[config.mk]
export PLATFORM = sky130hd
export DESIGN_NAME = mant_mult_seq
export DESIGN_NICKNAME = d
export VERILOG_FILES = /design/src/rtl/fpu_mult_pkg.sv /design/src/rtl/AdderSubtractor_24bit.sv /design/src/rtl/mant_mult_seq.sv
export SDC_FILE = /design/constraint.sdc
export NUM_CORES = 1
export LEC_CHECK = 0
export CORE_MARGIN = 10
export CORE_UTILIZATION = 55
export DETAILED_ROUTE_END_ITERATION = 10
export PLACE_DENSITY = 0.9
export SLEW_MARGIN = 10
export SYNTH_ARGS = -nofsm -noshare
export SYNTH_HDL_FRONTEND = slang
export SYNTH_SLANG_ARGS = --single-unit
export TNS_END_PERCENT = 50
[constraint.sdc]
create_clock -name clk -period 50.4 [get_ports clk]
set_clock_uncertainty 0.15 [all_clocks]
set_input_delay 7.56 -clock clk [delete_from_list [all_inputs] [get_ports clk]]
set_output_delay 7.56 -clock clk [all_outputs]
set_load 0.05 [all_outputs]
[src/rtl/fpu_mult_pkg.sv]
// Shared constants and state encoding for the FPU mantissa multiply path.
package fpu_mult_pkg;

  localparam int MANT_W = 24;
  localparam int PROD_W = 48;
  localparam int CNT_W  = 5;

  typedef enum logic [1:0] {
    IDLE = 2'd0,
    RUN  = 2'd1,
    DONE = 2'd2
  } mult_state_t;

endpackage

[src/rtl/AdderSubtractor_24bit.sv]
// Ripple-carry adder/subtractor (48 bits wide by default despite the historical
// name). op=0 adds, op=1 subtracts by inverting reg2 and injecting a carry.
module AdderSubtractor_24bit #(
  parameter int W = 48
) (
  input  logic [W-1:0] reg1,
  input  logic [W-1:0] reg2,
  input  logic         op,
  output logic [W-1:0] res,
  output logic         cout
);

  logic [W:0]   carry;
  logic [W-1:0] reg2_x;

  assign carry[0] = op;
  assign reg2_x   = reg2 ^ {W{op}};

  // One full-adder cell per bit, carry rippling from bit 0 upward.
  for (genvar gi = 0; gi < W; gi++) begin : g_fa
    assign res[gi]     = reg1[gi] ^ reg2_x[gi] ^ carry[gi];
    assign carry[gi+1] = (reg1[gi] & reg2_x[gi]) | (carry[gi] & (reg1[gi] ^ reg2_x[gi]));
  end

  assign cout = carry[W];

endmodule

[src/rtl/mant_mult_seq.sv]
// Sequential add-shift mantissa multiplier: one multiplier bit per cycle,
// MANT_W iterations, fixed latency.
//
// Handshake: an operation is accepted on a rising edge where ready=1 and
// start=1 (a and b are sampled on that edge). start is ignored while ready=0.
// done is a single-cycle pulse; product is valid while done=1 and stays stable
// until the next accept or reset.
module mant_mult_seq
  import fpu_mult_pkg::*;
#(
  parameter int MANT_W = fpu_mult_pkg::MANT_W,
  parameter int PROD_W = fpu_mult_pkg::PROD_W
) (
  input  logic              clk,
  input  logic              rst,
  input  logic              start,
  input  logic [MANT_W-1:0] a,
  input  logic [MANT_W-1:0] b,
  output logic              ready,
  output logic              busy,
  output logic              done,
  output logic [PROD_W-1:0] product,
  output logic [1:0]        dbg_state
);

  mult_state_t       state, state_nxt;
  logic [PROD_W-1:0] acc;
  logic [PROD_W-1:0] mcand;
  logic [MANT_W-1:0] mplier;
  logic [CNT_W-1:0]  cnt;
  logic [PROD_W-1:0] add_res;
  logic              last_iter;

  assign last_iter = (cnt == CNT_W'(MANT_W - 1));

  // Partial-product accumulation goes through the shared ripple adder;
  // the carry-out is never needed since the product always fits.
  AdderSubtractor_24bit #(
    .W (PROD_W)
  ) u_add (
    .reg1 (acc),
    .reg2 (mcand),
    .op   (1'b0),
    .res  (add_res),
    .cout ()
  );

  // State register.
  always_ff @(posedge clk) begin
    if (rst) state <= IDLE;
    else     state <= state_nxt;
  end

  // Next-state and status outputs.
  always_comb begin
    state_nxt = state;
    ready     = 1'b0;
    busy      = 1'b0;
    done      = 1'b0;
    case (state)
      IDLE: begin
        ready = 1'b1;
        if (start) state_nxt = RUN;
      end
      RUN: begin
        busy = 1'b1;
        if (last_iter) state_nxt = DONE;
      end
      DONE: begin
        done      = 1'b1;
        state_nxt = IDLE;
      end
      default: state_nxt = IDLE;
    endcase
  end

  // Datapath: operand capture on accept, one add-shift step per RUN cycle.
  always_ff @(posedge clk) begin
    if (rst) begin
      acc    <= '0;
      mcand  <= '0;
      mplier <= '0;
      cnt    <= '0;
    end else begin
      case (state)
        IDLE: begin
          if (start) begin
            acc    <= '0;
            mcand  <= {{(PROD_W-MANT_W){1'b0}}, a};
            mplier <= b;
            cnt    <= '0;
          end
        end
        RUN: begin
          if (mplier[0]) acc <= add_res;
          mcand  <= mcand << 1;
          mplier <= mplier >> 1;
          cnt    <= cnt + 1'b1;
        end
        default: ;
      endcase
    end
  end

  assign product   = acc;
  assign dbg_state = state;

endmodule

Word-level counts from Yosys, hierarchy flattened
Cells that the tools add are included.
{"block": "totals", "out_inout_bits": 53, "inputBits": 51, "register_bits": 127}
{"block": "op_classes", "n_eq_ne": 6, "addsub": 1, "n_bitwise": 234, "n_mux": 15, "reduce_logical": 5}
{"cell": "$pmux W48 S2", "count": 2}
{"cell": "$mux W48", "count": 3}
{"cell": "$xor A1 B1 Y1", "count": 95}
{"cell": "$and A1 B1 Y1", "count": 93}
{"cell": "$pmux W24 S2", "count": 1}
{"cell": "$or A1 B1 Y1", "count": 46}
{"cell": "$mux W24", "count": 1}
{"cell": "$pmux W5 S2", "count": 1}
{"cell": "$ne A2 B2 Y1 const B", "count": 3}
{"cell": "$add A5 B1 Y5 const B", "count": 1}
{"cell": "$eq A5 B5 Y1 const B", "count": 1}
{"cell": "$mux W5", "count": 1}
{"cell": "$mux W2", "count": 2}
{"cell": "$pmux W2 S2", "count": 1}
{"cell": "$reduce_and A2 Y1", "count": 2}
{"cell": "$mux W1", "count": 3}
{"cell": "$reduce_and A3 Y1", "count": 1}
{"cell": "$eq A2 B1 Y1 const B", "count": 1}
{"cell": "$eq A2 B2 Y1 const B", "count": 1}
{"cell": "$logic_not A2 Y1", "count": 1}
{"cell": "$reduce_bool A2 Y1", "count": 1}

Longest topological paths before layout
Gate-level depths: netlist (run 1).
{"block": "logic_depth", "word_depth": 96, "depth_mapped": 52, "ltp_nobuf": 52}

By module
Synthesis (run 1) repeated with hierarchy kept, for this count alone.
{"block": "hier_totals", "hier_cells": 651, "hier_area_um2": 6381.1}
{"mod": "mant_mult_seq", "seq_area_each_um2": 2542.4, "cells_per_inst": 456, "instances": 1, "area_each_um2": 4581.9}
{"mod": "AdderSubtractor_24bit", "seq_area_each_um2": 0.0, "cells_per_inst": 195, "instances": 1, "area_each_um2": 1799.2}

Worst setup path after synthesis (run 1)
No wires, ideal clock.
{"block": "synth_path", "path_type": "register -> register", "from": "register acc[0], in the netlist product[0]", "to": "register acc[47], in the netlist product[47]", "path_buffers": 0, "path_stages_with_launch": 53, "slack_ps": 31739, "arrival_ps": 18440, "setup_time_ps": 71, "period_less_slack_ps": 18661, "required_ps": 50179, "cell_sequence": "dfxtp_1 -> ha_1 -> inv_1 -> fa_1 -> fa_1 -> fa_1 -> fa_1 -> fa_1 -> fa_1 -> fa_1 -> fa_1 -> fa_1 -> fa_1 -> fa_1 -> fa_1 -> fa_1 -> fa_1 -> fa_1 -> [17 not listed] -> fa_1 -> fa_1 -> fa_1 -> fa_1 -> fa_1 -> fa_1 -> fa_1 -> fa_1 -> fa_1 -> fa_1 -> fa_1 -> fa_1 -> inv_1 -> fa_1 -> fa_1 -> xnor2_1 -> or3_1 -> a21oi_1"}
{"block": "synth_between", "elab_chain_cells": 96}
{"element": "start: declaration", "line": "mant_mult_seq.sv:27", "source": "logic [PROD_W-1:0] acc;"}
{"element": "start signal: assignment", "line": "mant_mult_seq.sv:95", "source": "if (mplier[0]) acc <= add_res;"}
{"element": "$and A1 B1 Y1 (2 in a row)", "line": "AdderSubtractor_24bit.sv:22", "source": "assign carry[gi+1] = (reg1[gi] & reg2_x[gi]) | (carry[gi] & (reg1[gi] ^ reg2_x[gi]));"}
{"element": "$or A1 B1 Y1", "line": "AdderSubtractor_24bit.sv:22"}
{"element": "$and A1 B1 Y1", "line": "AdderSubtractor_24bit.sv:22"}
{"element": "$or A1 B1 Y1", "line": "AdderSubtractor_24bit.sv:22"}
{"element": "$and A1 B1 Y1", "line": "AdderSubtractor_24bit.sv:22"}
{"element": "$or A1 B1 Y1", "line": "AdderSubtractor_24bit.sv:22"}
{"element": "$and A1 B1 Y1", "line": "AdderSubtractor_24bit.sv:22"}
{"element": "$or A1 B1 Y1", "line": "AdderSubtractor_24bit.sv:22"}
{"element": "[79 not listed]"}
{"element": "$or A1 B1 Y1", "line": "AdderSubtractor_24bit.sv:22"}
{"element": "$and A1 B1 Y1", "line": "AdderSubtractor_24bit.sv:22"}
{"element": "$or A1 B1 Y1", "line": "AdderSubtractor_24bit.sv:22"}
{"element": "$and A1 B1 Y1", "line": "AdderSubtractor_24bit.sv:22"}
{"element": "$or A1 B1 Y1", "line": "AdderSubtractor_24bit.sv:22"}
{"element": "$xor A1 B1 Y1", "line": "AdderSubtractor_24bit.sv:21", "source": "assign res[gi] = reg1[gi] ^ reg2_x[gi] ^ carry[gi];"}
{"element": "$mux W48", "line": "mant_mult_seq.sv:95"}
{"element": "$pmux W48 S2", "line": "mant_mult_seq.sv:85", "source": "case (state)"}
Every way passes these cells. The select of a mux whose other input is x is not followed.
A chain may end at the register's enable or synchronous reset.

Worst setup path after layout (run 1)
Ends and elaborated chain as after synthesis.

==> flow_metrics.py, run 1 <==
metrics = {
    "route": {
        "wirelength_um": 14750,
        "detail_route.vias_per_cell": 5.572,
        "route.vias.total": 4948,
        "ant_nets": 0,
        "drtPass1Iterations": 5,
        "drc": 0,
        "wl_per_cell_um": 16.61,
        "drt_iter0_drc": 388,
    },
    "placed_design": {
        "gp_congestion": 0.8329,
        "io_buffers": 103,
        "dp_hpwl_um": 9774,
    },
    "cells_and_area": {
        "postLayoutCoreUtil": 0.7043,
        "syn_to_final_growth_pct": 24.82,
        "drive_gt1_frac": 0.1123,
        "seqCellArea_um2": 2542,
        "fillCellCount": 807,
        "multi_input_area_um2": 3017,
        "antenna_cells": 0,
        "finalNetCount": 834,
    },
    "global_route": {
        "grt_max_degree": 106,
        "grt_pass1_wl_um": 24940,
        "antenna_found_initial": 0,
        "grt.total_usage": 0.1873,
        "grt.overflow.total": 0,
        "grt_pass1_vias": 5123,
    },
    "synthesis": {
        "netlist_area_um2": 6171,
        "syn_area_per_cell_um2": 9.322,
        "syn_inst": 662,
        "ys_top_cells_by_area": "dfxtp_1, fa_1, inv_1",
        "synth_common_cells": "dfxtp_1, inv_1, nor2_1, a21oi_1, fa_1",
        "synthDistinctLibCells": 41,
        "synth_most_common_cell": "dfxtp_1",
        "yosysWarnings": 0,
        "synth_edf_count": 0,
        "ys_ff_latch": 127,
        "seq_area_frac_synth": 0.4120,
        "async_reset_ff_frac": 0,
        "syn-num-nets": 761,
        "synth_flop_cell": "dfxtp_1",
        "netlist.top_cell.by_area": "dfxtp_1",
        "synth_top_area_share": 0.4120,
    },
    "floorplan": {
        "io_pins": 104,
        "fp.dieH_um": 125.9,
        "rows": 38,
        "core_region_area_um2": 10940,
        "dieArea_um2": 15860,
        "fp.dieW_um": 125.9,
        "start_util": 0.5643,
    },
    "clocking": {
        "post_cts_resized": 0,
        "cts_made_buffers": 17,
        "htree_levels": 4,
        "cts_tree": "done",
        "root_buffer": "clkbuf_16",
        "cts_hold_buf": 0,
        "clkLatencyLatePin_ps": 420,
        "clock_path_buffers": 2,
        "post_cts_buffers": 0,
        "clk_transition_reported_paths_ps": 60,
        "cts.sinks": 127,
    },
    "power_and_ir_drop": {
        "power_density_nw_per_um2": 32.69,
        "leakagePower_nw": 2.564,
        "ir_drop_v": 0.00002635,
        "total_power_uw": 251.8,
    },
    "sta": {
        "fmax_mhz": 52.15,
        "period_needed_ps": 19170,
        "setup_viol": 0,
        "maxSlewViolCount": 0,
        "rsz0062_at_grt": "false",
        "fin_setup_tns_ps": 0,
        "hold_viol_final": 0,
        "worstMarginPinSlew_ps": 1177,
        "max_slew_margin": 0.2152,
        "timing.hold.ws_ps": 329.4,
        "period_share": 0.3804,
    },
    "critical_path": {
        "crit_buf_inv": 2,
        "critPathKind": "flip-flop to flip-flop",
        "crit_path_start_kind": "flip-flop",
        "crit_fanout": 3,
        "timing.critical_path.mode_cell": "fa_1",
        "crit_slowest_cell": "fa_1",
        "end_kind": "flip-flop",
        "cp.required_ps": 50590,
        "path_delay_family": "adder cells",
        "worstPathArrival_ps": 19360,
        "max_stage_delay_ps": 430,
    },
    "status": {
        "status": "finished clean",
    },
    "job": {
        "cap_violations": 0,
    },
    "worst_hold_path": {
        "hold_class": "flip-flop to flip-flop",
    },
}
==> power by group <==
part           total, mW  switching (mW)  internal, mW
clock              0.118          0.0447        0.0737
sequential         0.108         0.00324         0.105
combinational     0.0253          0.0147        0.0106
total              0.252          0.0627         0.189
==> final cells by class <==
type	instances	share of cell area
Sequential cell	127	0.3301
Clock buffer	18	0.05702
Timing Repair Buffer	105	0.1355
Tap cell	140	0.02274
Inverter	91	0.04435
Clock inverter	14	0.01868
Multi-Input combinational cell	393	0.3916
==> worst min-delay path: cells and delay by family (launching register included) <==
kind,cells,cell delay (ps)
and+or+nand+nor,1,60
DFF,1,310
AOI/OAI and AO/OA,1,50
==> routing by layer <==
| layer | global-route usage | up-vias | wire [um] |
|---|---|---|---|
| li1 | - | 2354 | - |
| met3 | 0.05537 | 24 | 872 |
| met1 | 0.2282 | 2423 | 6455 |
| met2 | 0.3050 | 147 | 7141 |
| met4 | 0.07368 | 0 | 278 |
| met5 | 0 | - | 0 |
==> worst paths after layout <==
check                           depth (start not counted)          end  slack, ps        from
worst min-delay path                                    2   product[2]        330  product[2]
worst max-delay path                                   52  product[47]      31230  product[0]
worst min register to register                          2   product[2]        330  product[2]
worst max register to register                         52  product[47]      31230  product[0]
==> flip-flops by register name, indices dropped and copies added, names as in the netlist <==
name       count
mcand         48
product       48
dbg_state      2
cnt            5
mplier        24
==> cells in the final DEF, fill, tap and decap left out, types with 22 or more instances in the layout <==
cell type        synthesis  routed
a21oi_1                 63      63
a22o_1                  24      24
clkdlybuf4s50_1          0     102
dfxtp_1                127     127
fa_1                    46      46
inv_1                   91      91
nand3_1                 40      40
nor2_1                  89      89
nor4_1                  23      23
o221a_2                 22      22
or2_2                   22      22
==> stage by stage <==
stage | instance area [um^2] | worst slack (ps) | instances
floorplan | 6171 | 31740 | 662
global placement | 7119 | 31700 | 856
detailed placement | 7119 | 31330 | 856
CTS | 7702 | 31250 | 888
global route | 7702 | 30590 | 888
finish | 7702 | 31230 | 888
==> kinds of logic after synthesis <==
logic type / synth area share
simple gates: 0.1833
buf+inv: 0.09955
compound gates: 0.1488
flops: 0.4120
fa+ha+maj: 0.1533
xor+xnor: 0.001420
mux: 0.001622
(Power assumes the default switching activity.)
==> run 2: changes to the inputs <==
- CORE_UTILIZATION: 55 -> 53
- PLACE_DENSITY: 0.9 -> 0.88
- clock period: 50.4 -> 19.86 ns (I/O delays scaled with it)
==> run 2 against run 1 <==
Effect of this change: critical path depth stayed put; critical endpoint unchanged; setup slack worse by 31000 ps; largest power group unchanged; routed wire length is 0.45% higher; register-to-register slack worse by 31000 ps; design area is 0.16% higher.
==> flow_metrics.py, run 2 (same netlist as run 1, synthesis figures left out) <==
metrics = {
    "route": {
        "detail_route.vias_per_cell": 5.672,
        "wirelength_um": 14820,
        "ant_nets": 0,
        "drt_iter0_drc": 592,
        "route.vias.total": 5042,
        "drc": 0,
        "drtPass1Iterations": 5,
        "wl_per_cell_um": 16.66,
    },
    "global_route": {
        "grt_pass1_wl_um": 25670,
        "grt_use_met1": 0.2321,
        "grt_use_met3": 0.05542,
        "top_usage_layer": "met2",
        "grt_pass1_vias": 5251,
        "globalRouteMet2Util": 0.3001,
        "grt_max_degree": 106,
        "grt.total_usage": 0.1900,
        "antenna_found_initial": 0,
        "grt.overflow.total": 0,
    },
    "clocking": {
        "root_buffer": "clkbuf_16",
        "htree_levels": 4,
        "clkLatencyLatePin_ps": 410,
        "cts_made_buffers": 17,
        "post_cts_buffers": 0,
        "cts_hold_buf": 0,
        "cts_tree": "done",
        "cts.sinks": 127,
        "post_cts_resized": 0,
        "clock_path_buffers": 2,
        "clk_transition_reported_paths_ps": 50,
    },
    "critical_path": {
        "cp.required_ps": 20040,
        "critPathCapture": "product[47]",
        "max_stage_delay_ps": 440,
        "critPathKind": "flip-flop to flip-flop",
        "ff2ff_setup_slack_ps": 640,
        "rr_startpoint": "mcand[0]",
        "r2r_end": "product[47]",
        "crit_path_start_kind": "flip-flop",
        "worstPathArrival_ps": 19400,
        "crit_fanout": 3,
        "timing.critical_path.mode_cell": "fa_1",
        "r2r_cells": 52,
        "end_kind": "flip-flop",
        "crit_slowest_cell": "fa_1",
        "critPathLaunch": "mcand[0]",
    },
    "placed_design": {
        "dp_hpwl_um": 9548,
        "io_buffers": 103,
        "place_ws_ps": 794.9,
        "dp_cells": 859,
        "postPlaceCellArea_um2": 7123,
        "gp_congestion": 0.7699,
    },
    "job": {
        "cap_violations": 0,
    },
    "sta": {
        "period_needed_ps": 19220,
        "rsz0062_at_grt": "false",
        "hold_viol_final": 0,
        "maxSlewViolCount": 0,
        "max_slew_margin": 0.2124,
        "fin_ws_ps": 644.0,
        "fmax_mhz": 52.04,
        "worstMarginPinSlew_ps": 1181,
        "period_share": 0.9676,
        "setup_viol": 0,
        "fin_setup_tns_ps": 0,
    },
    "cells_and_area": {
        "antenna_cells": 0,
        "final_cell_mix": "dfxtp_1, clkdlybuf4s50_1, inv_1, nor2_1, a21oi_1",
        "syn_to_final_growth_pct": 25.02,
        "instances_no_fill": 889,
        "fillCellCount": 864,
        "finalNetCount": 834,
        "drive_gt1_frac": 0.1086,
        "layout_commonest_cell": "dfxtp_1",
        "final_cell_area_um2": 7715,
    },
    "status": {
        "status": "finished clean",
    },
    "power_and_ir_drop": {
        "ir_drop_v": 0.00005745,
        "power_density_nw_per_um2": 83.72,
        "leakagePower_nw": 2.588,
    },
    "floorplan": {
        "rows": 39,
        "dieArea_um2": 16360,
        "start_util": 0.5404,
        "fp.dieH_um": 127.9,
        "core_region_area_um2": 11420,
        "fp.dieW_um": 127.9,
        "io_pins": 104,
    },
    "worst_hold_path": {
        "holdPathStages": 2,
        "hold_class": "flip-flop to flip-flop",
    },
}
-- run 2: cell types whose count changed in the layout (fill, tap and decap cells not counted) --
cell,previous run,this run
clkinvlp_4,5,0
clkbuf_8,1,6
clkinv_4,3,0
clkbuf_1,0,1
-- run 2: where the power goes --
part	total [mW]	internal [mW]	switching (mW)
Clock	0.307	0.202	0.105
Combinational	0.0643	0.0268	0.0375
Sequential	0.274	0.266	0.00824
Total	0.646	0.495	0.151
-- run 2: final cells by class --
class	instances	area [um^2]	area share
multi-input combinational	393	3017	0.3910
sequential	127	2542	0.3295
timing repair buffer	105	1044	0.1353
clock buffer	24	511.7	0.06633
inverter	91	341.6	0.04428
tap	143	178.9	0.02319
clock inverter	6	80.08	0.01038
-- run 2: worst min path at each step --
stage,startpoint,end,slack [ps]
after global placement,product[2],product[2],320
final,product[11],product[11],330
after floorplan,mcand[44],mcand[45],290
after detailed placement,product[29],product[29],330
after global routing,product[11],product[11],350
after CTS,product[24],product[24],340
-- run 2: metal layers --
layer | wire length (um) | vias up
met5 | 0 | -
met4 | 464 | 0
met3 | 1071 | 43
met2 | 7055 | 191
met1 | 6224 | 2446
li1 | - | 2362
-- run 2: worst max-delay path, delay by kind of cell (launching register included) --
| kind | cells | cell delay [ps] |
|---|---|---|
| xor gates and xnor gates | 1 | 80 |
| buffers and inverters | 2 | 130 |
| adders and majority gates | 47 | 17940 |
| DFF | 1 | 360 |
| and+or+nand+nor | 1 | 320 |
| AOI/OAI and AO/OA | 1 | 130 |
-- run 2: metrics by stage --
step                power (mW)  hold slack, ps  utilization
finish                  0.6459           334.4       0.6757
floorplan               0.3225           294.6            -
detailed placement      0.3428           329.8       0.6238
global route            0.6691           349.3       0.6757
global placement        0.3396           318.2       0.6238
CTS                     0.6501           337.9       0.6757
